## config.mk

```make
export PLATFORM = sky130hd
export DESIGN_NAME = cla8_frame_accumulator
export DESIGN_NICKNAME = d
export VERILOG_FILES = /design/src/rtl/cla_pkg.sv /design/src/rtl/cla8_adder.sv /design/src/rtl/cla8_frame_accumulator.sv
export SDC_FILE = /design/constraint.sdc
export NUM_CORES = 1
export LEC_CHECK = 0
export CORE_MARGIN = 2
export CORE_UTILIZATION = 57
export DETAILED_ROUTE_END_ITERATION = 7
export PLACE_DENSITY = 0.83
export SYNTH_ARGS = -nofsm -noshare
export SYNTH_HDL_FRONTEND = slang
export SYNTH_SLANG_ARGS = --single-unit
```

## constraint.sdc

```tcl
create_clock -name clk -period 2.52 [get_ports clk]
set_input_delay 0.504 -clock clk [delete_from_list [all_inputs] [get_ports clk]]
set_output_delay 0.504 -clock clk [all_outputs]
set_load 0.01 [all_outputs]
```

## src/rtl/cla_pkg.sv

```systemverilog
// Shared definitions for the CLA frame accumulator.
//   WIDTH_DEFAULT : operand/sum width (only 8 is supported)
//   OPCNT_W       : width of the per-frame operand counter
//   SETCNT_W      : width of the adder settle counter
//   acc_state_t   : accumulator control states
package cla_pkg;

    localparam int unsigned WIDTH_DEFAULT = 8;
    localparam int unsigned OPCNT_W       = 8;
    localparam int unsigned SETCNT_W      = 4;

    typedef enum logic [1:0] {
        ACCEPT = 2'd0,
        SETTLE = 2'd1,
        DONE   = 2'd2
    } acc_state_t;

endpackage

```

## src/rtl/cla8_adder.sv

```systemverilog
// 8-bit combinational carry-lookahead adder.
// Ports:
//   a, b : 8-bit addends
//   cin  : carry in
//   sum  : 8-bit sum
//   cout : carry out of bit 7
module cla8_adder (
    input  logic [7:0] a,
    input  logic [7:0] b,
    input  logic       cin,
    output logic [7:0] sum,
    output logic       cout
);

    logic [7:0] g;
    logic [7:0] p;
    logic [8:0] c;
    logic       carry;
    logic       prop;

    // Each carry is the flat sum-of-products of generate/propagate terms, so no carry
    // depends on a lower carry signal.
    always_comb begin
        g     = a & b;
        p     = a ^ b;
        c     = '0;
        c[0]  = cin;
        carry = 1'b0;
        prop  = 1'b0;
        for (int i = 0; i < 8; i++) begin
            carry = g[i];
            prop  = p[i];
            for (int j = i - 1; j >= 0; j--) begin
                carry = carry | (prop & g[j]);
                prop  = prop & p[j];
            end
            carry    = carry | (prop & cin);
            c[i + 1] = carry;
        end
        sum  = p ^ c[7:0];
        cout = c[8];
    end

endmodule

```

## src/rtl/cla8_frame_accumulator.sv

```systemverilog
// Frame accumulator around the 8-bit CLA. Accepts operands on a valid/ready handshake, adds
// each one to the running total after giving the adder SETTLE edges to settle, and after
// FRAME_LEN operands presents the frame total and a sticky overflow flag.
// Ports:
//   clk, rst             : clock, synchronous active-high reset
//   in_valid/in_ready    : operand handshake, in_data is the operand
//   out_valid/out_ready  : result handshake
//   out_sum, out_ovf     : frame total and sticky carry-out (valid while out_valid=1)
// Optional feature: define CLA_ACC_SATURATE_EN to saturate the total at 8'hFF on carry-out.
module cla8_frame_accumulator #(
    parameter int unsigned WIDTH     = cla_pkg::WIDTH_DEFAULT,
    parameter int unsigned FRAME_LEN = 4,
    parameter int unsigned SETTLE    = 2
) (
    input  logic             clk,
    input  logic             rst,
    input  logic             in_valid,
    output logic             in_ready,
    input  logic [WIDTH-1:0] in_data,
    output logic             out_valid,
    input  logic             out_ready,
    output logic [WIDTH-1:0] out_sum,
    output logic             out_ovf
);

    import cla_pkg::*;

    localparam logic [SETCNT_W-1:0] SETTLE_LOAD = SETCNT_W'(SETTLE - 1);
    localparam logic [OPCNT_W-1:0]  FRAME_CNT   = OPCNT_W'(FRAME_LEN);

    acc_state_t          state_q, state_d;
    logic [WIDTH-1:0]    acc_q, acc_d;
    logic [WIDTH-1:0]    opnd_q, opnd_d;
    logic                ovf_q, ovf_d;
    logic [OPCNT_W-1:0]  opcnt_q, opcnt_d;
    logic [SETCNT_W-1:0] cnt_q, cnt_d;

    logic [WIDTH-1:0]    add_sum;
    logic                add_cout;
    logic [WIDTH-1:0]    acc_next;
    logic [OPCNT_W-1:0]  opcnt_inc;

    cla8_adder u_adder (
        .a    (acc_q),
        .b    (opnd_q),
        .cin  (1'b0),
        .sum  (add_sum),
        .cout (add_cout)
    );

    assign opcnt_inc = opcnt_q + OPCNT_W'(1);

    always_comb begin
`ifdef CLA_ACC_SATURATE_EN
        // Once pinned at full scale with overflow seen, the total stays pinned.
        if (add_cout || (ovf_q && (acc_q == '1))) begin
            acc_next = '1;
        end else begin
            acc_next = add_sum;
        end
`else
        acc_next = add_sum;
`endif
    end

    always_comb begin
        state_d = state_q;
        acc_d   = acc_q;
        opnd_d  = opnd_q;
        ovf_d   = ovf_q;
        opcnt_d = opcnt_q;
        cnt_d   = cnt_q;
        case (state_q)
            cla_pkg::ACCEPT: begin
                if (in_valid) begin
                    opnd_d  = in_data;
                    cnt_d   = SETTLE_LOAD;
                    state_d = cla_pkg::SETTLE;
                end
            end
            cla_pkg::SETTLE: begin
                if (cnt_q == '0) begin
                    acc_d   = acc_next;
                    ovf_d   = ovf_q | add_cout;
                    opcnt_d = opcnt_inc;
                    state_d = (opcnt_inc == FRAME_CNT) ? cla_pkg::DONE : cla_pkg::ACCEPT;
                end else begin
                    cnt_d = cnt_q - SETCNT_W'(1);
                end
            end
            cla_pkg::DONE: begin
                if (out_ready) begin
                    acc_d   = '0;
                    ovf_d   = 1'b0;
                    opcnt_d = '0;
                    state_d = cla_pkg::ACCEPT;
                end
            end
            default: begin
                state_d = cla_pkg::ACCEPT;
            end
        endcase
    end

    always_ff @(posedge clk) begin
        if (rst) begin
            state_q <= cla_pkg::ACCEPT;
            acc_q   <= '0;
            opnd_q  <= '0;
            ovf_q   <= 1'b0;
            opcnt_q <= '0;
            cnt_q   <= '0;
        end else begin
            state_q <= state_d;
            acc_q   <= acc_d;
            opnd_q  <= opnd_d;
            ovf_q   <= ovf_d;
            opcnt_q <= opcnt_d;
            cnt_q   <= cnt_d;
        end
    end

    assign in_ready  = (state_q == cla_pkg::ACCEPT);
    assign out_valid = (state_q == cla_pkg::DONE);
    assign out_sum   = acc_q;
    assign out_ovf   = ovf_q;

endmodule

```

==> results of run 1 <==
==> cells in the mapped netlist (2+ instances only) <==
cell type	instances
a21oi_1	29
a31oi_1	3
and2_1	2
and3_1	3
buf_2	3
clkbuf_1	5
dfxtp_1	31
ha_1	11
inv_1	8
nand2_1	28
nand2b_1	3
nand3_1	9
nand3b_1	5
nand4b_1	2
nor2_1	15
nor2b_1	2
nor3_1	4
nor4_1	3
o21ai_0	2
o21ai_1	5
o31ai_1	3
xnor2_1	4
xor2_1	3
==> cell families (layout without fill, tap and decap cells) <==
kind of cell               after synthesis  after routing
adders and majority gates               12             12
DFF                                     31             31
AOI/OAI and AO/OA                       48             48
and+or+nand+nor                         83             83
buffers and inverters                   18             41
xor gates and xnor gates                 7              7
==> metal layers <==
metal,wire [microns],vias up,global-route usage [%],share of wire (%)
met1,1690,717,30.0,46
met3,146,10,5.22,4.0
met2,1720,34,38.6,47
met4,87,0,12.6,2.4
met5,0,-,0,0
li1,-,741,-,-
==> metrics by stage <==
step / power (mW) / hold WS [ns] / utilization (%) / cell area [sq um] / setup slack, ns
CTS: 0.962 / 0.465 / 69.7 / 1900 / 0.383
global route: 0.997 / 0.486 / 69.7 / 1900 / 0.306
detailed placement: 0.689 / 0.452 / 67.8 / 1850 / 0.615
global placement: 0.681 / 0.447 / 67.8 / 1850 / 0.683
finish: 0.958 / 0.466 / 69.7 / 1900 / 0.382
floorplan: 0.635 / 0.440 / - / 1620 / 0.840
==> placed cells by master, fill, tap and decap left out, types with 5 or more instances in the layout <==
cell,n
nand3b_1,5
o21ai_1,5
a21oi_1,29
inv_1,8
ha_1,11
clkdlybuf4s50_1,22
nor2_1,15
dfxtp_1,31
clkbuf_4,5
nand2_1,28
nand3_1,9
==> how the worst max path moves through the flow <==
stage	cells past startpoint	from	end
after floorplan	6	out_sum[1]$_SDFFE_PP0P_	out_ovf$_SDFFE_PP0P_
after global placement	3	rst	opcnt_q[6]$_SDFFE_PP0P_
after detailed placement	3	rst	out_sum[3]$_SDFFE_PP0P_
after CTS	2	state_q[1]$_SDFFE_PP0P_	out_valid
after global routing	2	state_q[1]$_SDFFE_PP0P_	out_valid
final	2	state_q[1]$_SDFFE_PP0P_	out_valid
==> final cells by class <==
type                    count  area (sq um)  share of cell area, %
flip-flops and latches     31           621                   32.6
inverters                   8          30.0                   1.58
clock buffers               7          45.0                   2.37
clock inverters             1          5.00                  0.263
repair buffers             25           243                   12.7
well taps                  31          38.8                   2.04
multi-input cells         150           922                   48.4
==> state kept, by name (all words and copies together), names as in the netlist <==
| signal | cells |
|---|---|
| out_ovf | 1 |
| out_sum | 8 |
| state_q | 2 |
| opnd_q | 8 |
| opcnt_q | 8 |
| cnt_q | 4 |
==> critical path: cells and delay by family (launching register included) <==
kind          cells  cell delay, ns
buf+inv           1            0.61
flops             1            0.37
simple gates      1            0.32
==> where the power goes <==
| group | total [mW] | switching (mW) | internal (mW) | leakage [nW] |
|---|---|---|---|---|
| registers | 0.524 | 0.0153 | 0.509 | 0.252 |
| clock network | 0.279 | 0.171 | 0.108 | 0.0293 |
| logic | 0.155 | 0.0872 | 0.0674 | 0.455 |
| total | 0.958 | 0.273 | 0.685 | 0.737 |
==> results.yml, run 1 <==
grt:
  grt_pass1_wl_mm: 5.99
  overflow: 0
  grt_pass1_vias: 1380
  grt_antenna_before_repair: 0
  grt_max_degree: 20
  track_usage_pct: 23.9
synth:
  syn_area_sq_um: 1620
  synth_nets: 223
  seq_area_frac_synth_pct: 38.3
  yosys.area.top_type: "dfxtp_1"
  synthArstFlopShare_pct: 0
  yosys-top-cells-area: "dfxtp_1 (38%), a21oi_1 (9.0%), ha_1 (8.5%)"
  syn_avg_cell_area_sq_um: 8.14
  muxShareOfSynthArea_pct: 0
  yosys.area_share.simple_pct: 26.2
  synth_top_family_by_area: "simple AND/OR/NAND/NOR gates"
  synthXorXnorAreaFrac_pct: 3.79
  synth_fa_ha_area_share_pct: 9.74
  yosys_warnings: 0
  synth.top_cell.area_share_pct: 38.3
  ys_types: 39
  synth-compound-area-share_pct: 17.2
  synth_edf_count: 0
  ys.flop_type: "dfxtp_1"
  synth_seq_cells: 31
  synth_cells: 199
sta:
  clock_skew_ns: 0.00616
  timing.final.crit_share_pct: 84.8
  slew_headroom_pct: 53.2
  maxSlewViolCount: 0
  rsz0062_at_grt: "false"
  finalHoldViolCount: 0
  final.min_clock_period_ns: 2.14
  setup_viol: 0
  max_slew.worst_pin.slew_ns: 0.700
  fmax_mhz: 468
  tns_ns: 0
place:
  hpwl_mm: 2.57
  io_buffers: 22
  dpl.cell_count: 245
  place_congestion: 0.792
worst_hold_path:
  worstHoldStart: "opnd_q[3]$_SDFFE_PP0P_"
  hold_path.class: "reg -> reg"
  min_to: "opnd_q[3]$_SDFFE_PP0P_"
  hold-path-cell-count: 2
setup_path:
  regToRegSetupSlack_ns: 0.63
  cp.required_ns: 2.02
  critical_path_class: "reg -> out"
  r2r-end: "opcnt_q[6]$_SDFFE_PP0P_"
  ff2ff_path_depth: 7
  worst_setup_path_start_kind: "flip-flop"
  cp-end-kind: "output port"
  cp_cell_sequence: "nor2b_1 -> clkdlybuf4s50_1"
  slowest_delay_ns: 0.61
  path_max_fanout: 4
  crit_arrival_ns: 1.63
  timing.rr.start: "cnt_q[0]$_SDFFE_PP0P_"
  slowest_stage: "clkdlybuf4s50_1"
floorplanning:
  die_h_microns: 57.3
  die_x_microns: 57.3
  num_rows: 19
  start_util_pct: 59.2
  die-area_sq_um: 3280
  ios: 23
  core_area_sq_um: 2730
cells_and_area:
  stdcell_count: 253
  area_growth_syn_to_layout_pct: 17.6
  n_antenna_cell: 0
  num-nets-final: 245
  drive_above_1_share_pct: 6.76
  n_fill_cell: 226
clock_tree:
  clockBufferDepth: 2
  cts-buffers-inserted: 5
  cts_sinks: 31
  clk_latency_ns: 0.34
  path_clk_slew_ns: 0.09
  cts_tree: "built"
  post_cts_buffers: 0
  htreeDepth: 2
  cts_resized: 0
  holdBufCountCts: 0
  cts-root-buf: "clkbuf_4"
route:
  final_antenna_net_count: 0
  detail_route.vias_per_cell: 5.94
  route.detailed.wl_per_inst_microns: 14.4
  firstDrtPassIters: 4
  drt_wl_total_mm: 3.64
  vias: 1502
  drc_errors: 0
  drtIter0Drc: 51
job:
  cap_violations: 0
pwr:
  power_density_nw_per_um2: 503
  max-vdd-ir-drop_v: 0.000378
  p_leak_nw: 0.737
status:
  status: "complete, no violations"
No activity file was read; power rests on OpenSTA's default activity.
==> inputs of run 2 (changes only) <==
Settings changed: CORE_UTILIZATION 57 to 53, PLACE_DENSITY 0.83 to 0.78.
Clock period 2.52 ns to 2.16 ns, I/O delays scaled along.
==> run 2 against run 1 <==
Effect of this change: clock-buffer cell count stayed put; hold slack worse by 0.0017 ns; utilization is 5.9 points lower; cell area is 0.26% lower; clock skew is 0.013 ns higher; largest power group unchanged.
==> results.yml, run 2 (same netlist as run 1, synthesis figures left out) <==
cells_and_area:
  n_antenna_cell: 0
  drive_above_1_share_pct: 6.33
  final_cell_mix: "dfxtp_1 (31), a21oi_1 (29), nand2_1 (28)"
  stdcell_count: 254
  num-nets-final: 244
  area_growth_syn_to_layout_pct: 17.3
  final_common_cell: "dfxtp_1"
pwr:
  sequentialPowerShare_pct: 54.4
  switching_power_uw: 323
  power_density_nw_per_um2: 591
  swShare_pct: 28.8
  clockPowerShare_pct: 29.7
  p_leak_nw: 0.732
  combinationalPowerShare_pct: 15.9
  max-vdd-ir-drop_v: 0.000353
  internal_power_uw: 799
route:
  vias: 1485
  drc_errors: 0
  final_antenna_net_count: 0
  drt_wl_total_mm: 3.50
  drtIter0Drc: 52
  route.detailed.wl_per_inst_microns: 13.8
  detail_route.vias_per_cell: 5.85
  firstDrtPassIters: 5
setup_path:
  critical_path_class: "reg -> out"
  path_max_fanout: 4
  crit_buf_inv: 1
  crit_arrival_ns: 1.60
  cp-end-kind: "output port"
  critical_path.top_delay_family: "buffers and inverters"
  slowest_stage: "clkdlybuf4s50_1"
  regToRegSetupSlack_ns: 0.30
  slowest_delay_ns: 0.59
  cp_cell_sequence: "nor2b_1 -> clkdlybuf4s50_1"
  cp.required_ns: 1.73
  worst_setup_path_start_kind: "flip-flop"
floorplanning:
  die-area_sq_um: 3510
  core_area_sq_um: 2980
  ios: 23
  die_h_microns: 59.3
  die_x_microns: 59.3
  start_util_pct: 54.4
  num_rows: 20
worst_hold_path:
  hold_path.class: "reg -> reg"
sta:
  slew_headroom_pct: 66.9
  finalHoldViolCount: 0
  fmax_mhz: 492
  tns_ns: 0
  max_slew.worst_pin.slew_ns: 0.497
  timing.final.crit_share_pct: 94.0
  rsz0062_at_grt: "false"
  final.min_clock_period_ns: 2.03
  setup_viol: 0
  clock_skew_ns: 0.0190
  maxSlewViolCount: 0
clock_tree:
  cts_sinks: 31
  cts_tree: "built"
  clk_latency_ns: 0.35
  path_clk_slew_ns: 0.10
  clockBufferDepth: 2
  cts-root-buf: "clkbuf_4"
  post_cts_buffers: 0
  holdBufCountCts: 0
  cts_resized: 0
  cts-buffers-inserted: 5
  htreeDepth: 2
place:
  dpl.cell_count: 246
  place_congestion: 0.786
  io_buffers: 22
  hpwl_mm: 2.52
grt:
  grt_max_degree: 35
  grt_antenna_before_repair: 0
  grt_pass1_wl_mm: 5.93
  overflow: 0
  track_usage_pct: 22.7
  grt_pass1_vias: 1384
job:
  cap_violations: 0
status:
  status: "complete, no violations"
run 2: cell types whose count changed in the layout (fill, tap and decap cells not counted):
cell	before	now
buf_4	3	2
run 2: path summary, 6_finish.rpt:
path                                start                 endpoint  depth (start not counted)
setup / recovery  state_q[1]$_SDFFE_PP0P_                out_valid                          2
hold reg to reg    opnd_q[4]$_SDFFE_PP0P_   opnd_q[4]$_SDFFE_PP0P_                          2
hold / removal     opnd_q[4]$_SDFFE_PP0P_   opnd_q[4]$_SDFFE_PP0P_                          2
setup reg to reg  out_sum[1]$_SDFFE_PP0P_  out_sum[7]$_SDFFE_PP0P_                          6
run 2: final cells by class:
cell class                 count  area, sq um
tap                           33         41.3
timing repair buffer          24          235
clock inverter                 1         5.00
multi-input combinational    150          922
inverter                       8         30.0
fill                         261         1080
sequential                    31          621
clock buffer                   7         45.0
run 2: metal layers:
| metal | wire length (microns) | share of wire (%) | track usage [%] |
|---|---|---|---|
| met2 | 1720 | 49 | 38.1 |
| met1 | 1570 | 45 | 26.6 |
| met3 | 146 | 4.2 | 7.42 |
| met4 | 63 | 1.8 | 8.77 |
| met5 | 0 | 0 | 0 |
run 2: tightest hold or removal path, delay by kind of cell, from the launching register on:
kind | cells | cell delay [ns]
flops | 1 | 0.32
simple gates | 1 | 0.05
compound gates | 1 | 0.05
run 2: power by group through the flow:
stage / sequential, mW / combinational (mW) / clock [mW]
global placement: 0.622 / 0.170 / 0
global route: 0.614 / 0.200 / 0.366
floorplan: 0.622 / 0.119 / 0
detailed placement: 0.624 / 0.178 / 0
CTS: 0.610 / 0.179 / 0.340
finish: 0.610 / 0.178 / 0.333
run 2: metrics by stage:
step / instance area (sq um) / hold slack, ns / setup slack, ns / util [%] / power (mW)
floorplan: 1620 / 0.440 / 0.480 / - / 0.740
global placement: 1850 / 0.445 / 0.385 / 62.1 / 0.792
detailed placement: 1850 / 0.449 / 0.307 / 62.1 / 0.802
CTS: 1900 / 0.463 / 0.109 / 63.8 / 1.13
global route: 1900 / 0.479 / 0.00328 / 63.8 / 1.18
finish: 1900 / 0.464 / 0.129 / 63.8 / 1.12
==> inputs of run 3 (changes only) <==
Settings changed: CORE_UTILIZATION 53 to 57, PLACE_DENSITY 0.78 to 0.83.
Clock period 2.16 ns to 2.6 ns, I/O delays scaled along.
==> run 3 against run 2 <==
Effect of this change: die area shrank 6.6%; register-to-register slack gained 0.41 ns; clock skew shrank 0.018 ns; routed wire length grew 0.83%; cell count shrank 0.79%; combinational power shrank 16%; global-route usage grew 0.98 points; worst setup slack gained 0.34 ns; sequential share of layout area shrank 0.19 points; via count shrank 1.2%; first-iteration DRC count shrank 1.9%; largest cell class unchanged; largest power group unchanged.
==> results.yml, run 3 (same netlist as run 1, synthesis figures left out) <==
cells_and_area:
  drive_above_1_share_pct: 7.24
  area_growth_syn_to_layout_pct: 18.0
  fin_util_pct: 69.9
  final_cell_mix: "dfxtp_1 (31), a21oi_1 (29), nand2_1 (28)"
  final_common_cell: "dfxtp_1"
  n_antenna_cell: 0
  num-nets-final: 245
pwr:
  power_density_nw_per_um2: 493
  max-vdd-ir-drop_v: 0.000442
  total_power_uw: 941
  p_leak_nw: 0.741
sta:
  timing.final.crit_share_pct: 82.1
  clock_skew_ns: 0.000725
  finalHoldViolCount: 0
  tns_ns: 0
  fmax_mhz: 468
  maxSlewViolCount: 0
  final.min_clock_period_ns: 2.14
  setup_viol: 0
  slew_headroom_pct: 52.9
  setup_slack_ns: 0.465
  rsz0062_at_grt: "false"
  max_slew.worst_pin.slew_ns: 0.704
floorplanning:
  die-area_sq_um: 3280
  num_rows: 19
  start_util_pct: 59.2
  core_area_sq_um: 2730
  die_h_microns: 57.3
  die_x_microns: 57.3
  ios: 23
setup_path:
  r2r-end: "opcnt_q[6]$_SDFFE_PP0P_"
  cp_cell_sequence: "nor2b_1 -> clkdlybuf4s50_1"
  cp.required_ns: 2.08
  ff2ff_path_depth: 7
  endpoint: "out_valid"
  timing.rr.start: "cnt_q[0]$_SDFFE_PP0P_"
  cp-end-kind: "output port"
  path_max_fanout: 4
  worstSetupStartpoint: "state_q[1]$_SDFFE_PP0P_"
  crit_arrival_ns: 1.62
  worst_setup_path_start_kind: "flip-flop"
  critical_path.top_delay_family: "buffers and inverters"
  critical_path_class: "reg -> out"
  regToRegSetupSlack_ns: 0.71
  slowest_delay_ns: 0.61
  crit_buf_inv: 1
  cp_num_cells: 2
  slowest_stage: "clkdlybuf4s50_1"
clock_tree:
  htreeDepth: 2
  holdBufCountCts: 0
  cts_sinks: 31
  clk_latency_ns: 0.32
  post_cts_buffers: 0
  cts_resized: 0
  clockBufferDepth: 2
  cts-root-buf: "clkbuf_4"
  cts-buffers-inserted: 5
  cts_tree: "built"
  path_clk_slew_ns: 0.09
status:
  status: "complete, no violations"
grt:
  grt_max_degree: 20
  grt_pass1_wl_mm: 6.06
  grt_antenna_before_repair: 0
  grt_pass1_vias: 1362
  overflow: 0
  track_usage_pct: 23.7
route:
  vias: 1467
  detail_route.vias_per_cell: 5.82
  route.detailed.wl_per_inst_microns: 14.0
  firstDrtPassIters: 4
  drt_wl_total_mm: 3.53
  drc_errors: 0
  final_antenna_net_count: 0
  drtIter0Drc: 51
job:
  cap_violations: 0
worst_hold_path:
  hold_path.class: "reg -> reg"
place:
  dp_slack_ns: 0.686
  place_congestion: 0.792
  hpwl_mm: 2.56
  io_buffers: 22
## run 3: cell types whose count changed in the layout (fill, tap and decap cells not counted), sizes merged
cell / before / now
buf: 2 / 3
clkbuf: 7 / 6
## run 3: worst reg2reg max path, delay by kind of cell, from the launching register on
family | cells | cell delay, ns
buf+inv | 1 | 0.08
fa+ha+maj | 1 | 0.20
flops | 1 | 0.39
compound gates | 3 | 0.70
simple gates | 2 | 0.45
## run 3: final cells by class
type	instances	area (sq um)
multi-input cells	150	922
clock buffers	6	51.3
flip-flops and latches	31	621
repair buffers	25	243
well taps	31	38.8
inverters	8	30.0
fillers	223	823
clock inverters	1	5.00
## run 3: worst min path at each step
stage / startpoint / endpoint / depth (start not counted)
detailed placement: out_ovf$_SDFFE_PP0P_ / out_ovf$_SDFFE_PP0P_ / 2
floorplan: opnd_q[0]$_SDFFE_PP0P_ / opnd_q[0]$_SDFFE_PP0P_ / 2
CTS: out_ovf$_SDFFE_PP0P_ / out_ovf$_SDFFE_PP0P_ / 2
global route: opnd_q[2]$_SDFFE_PP0P_ / opnd_q[2]$_SDFFE_PP0P_ / 2
global placement: out_ovf$_SDFFE_PP0P_ / out_ovf$_SDFFE_PP0P_ / 2
finish: out_ovf$_SDFFE_PP0P_ / out_ovf$_SDFFE_PP0P_ / 2
## run 3: routing by layer
layer | up-vias | global-route usage [%] | wire length [microns]
li1 | 742 | - | -
met1 | 697 | 30.8 | 1660
met2 | 23 | 39.9 | 1730
met3 | 5 | 4.76 | 110
met4 | 0 | 6.98 | 35
met5 | - | 0 | 0
## run 3: power breakdown
| part | leakage [nW] | internal, mW | switching, mW |
|---|---|---|---|
| combinational | 0.455 | 0.0652 | 0.0846 |
| sequential | 0.252 | 0.493 | 0.0146 |
| clock | 0.0341 | 0.125 | 0.159 |
| total | 0.741 | 0.684 | 0.258 |
## run 3: metrics by stage
stage               area (sq um)  instances  hold slack [ns]
detailed placement          1850        245            0.452
floorplan                   1620        199            0.440
global route                1910        252            0.486
global placement            1850        245            0.447
finish                      1910        252            0.466
CTS                         1910        252            0.465
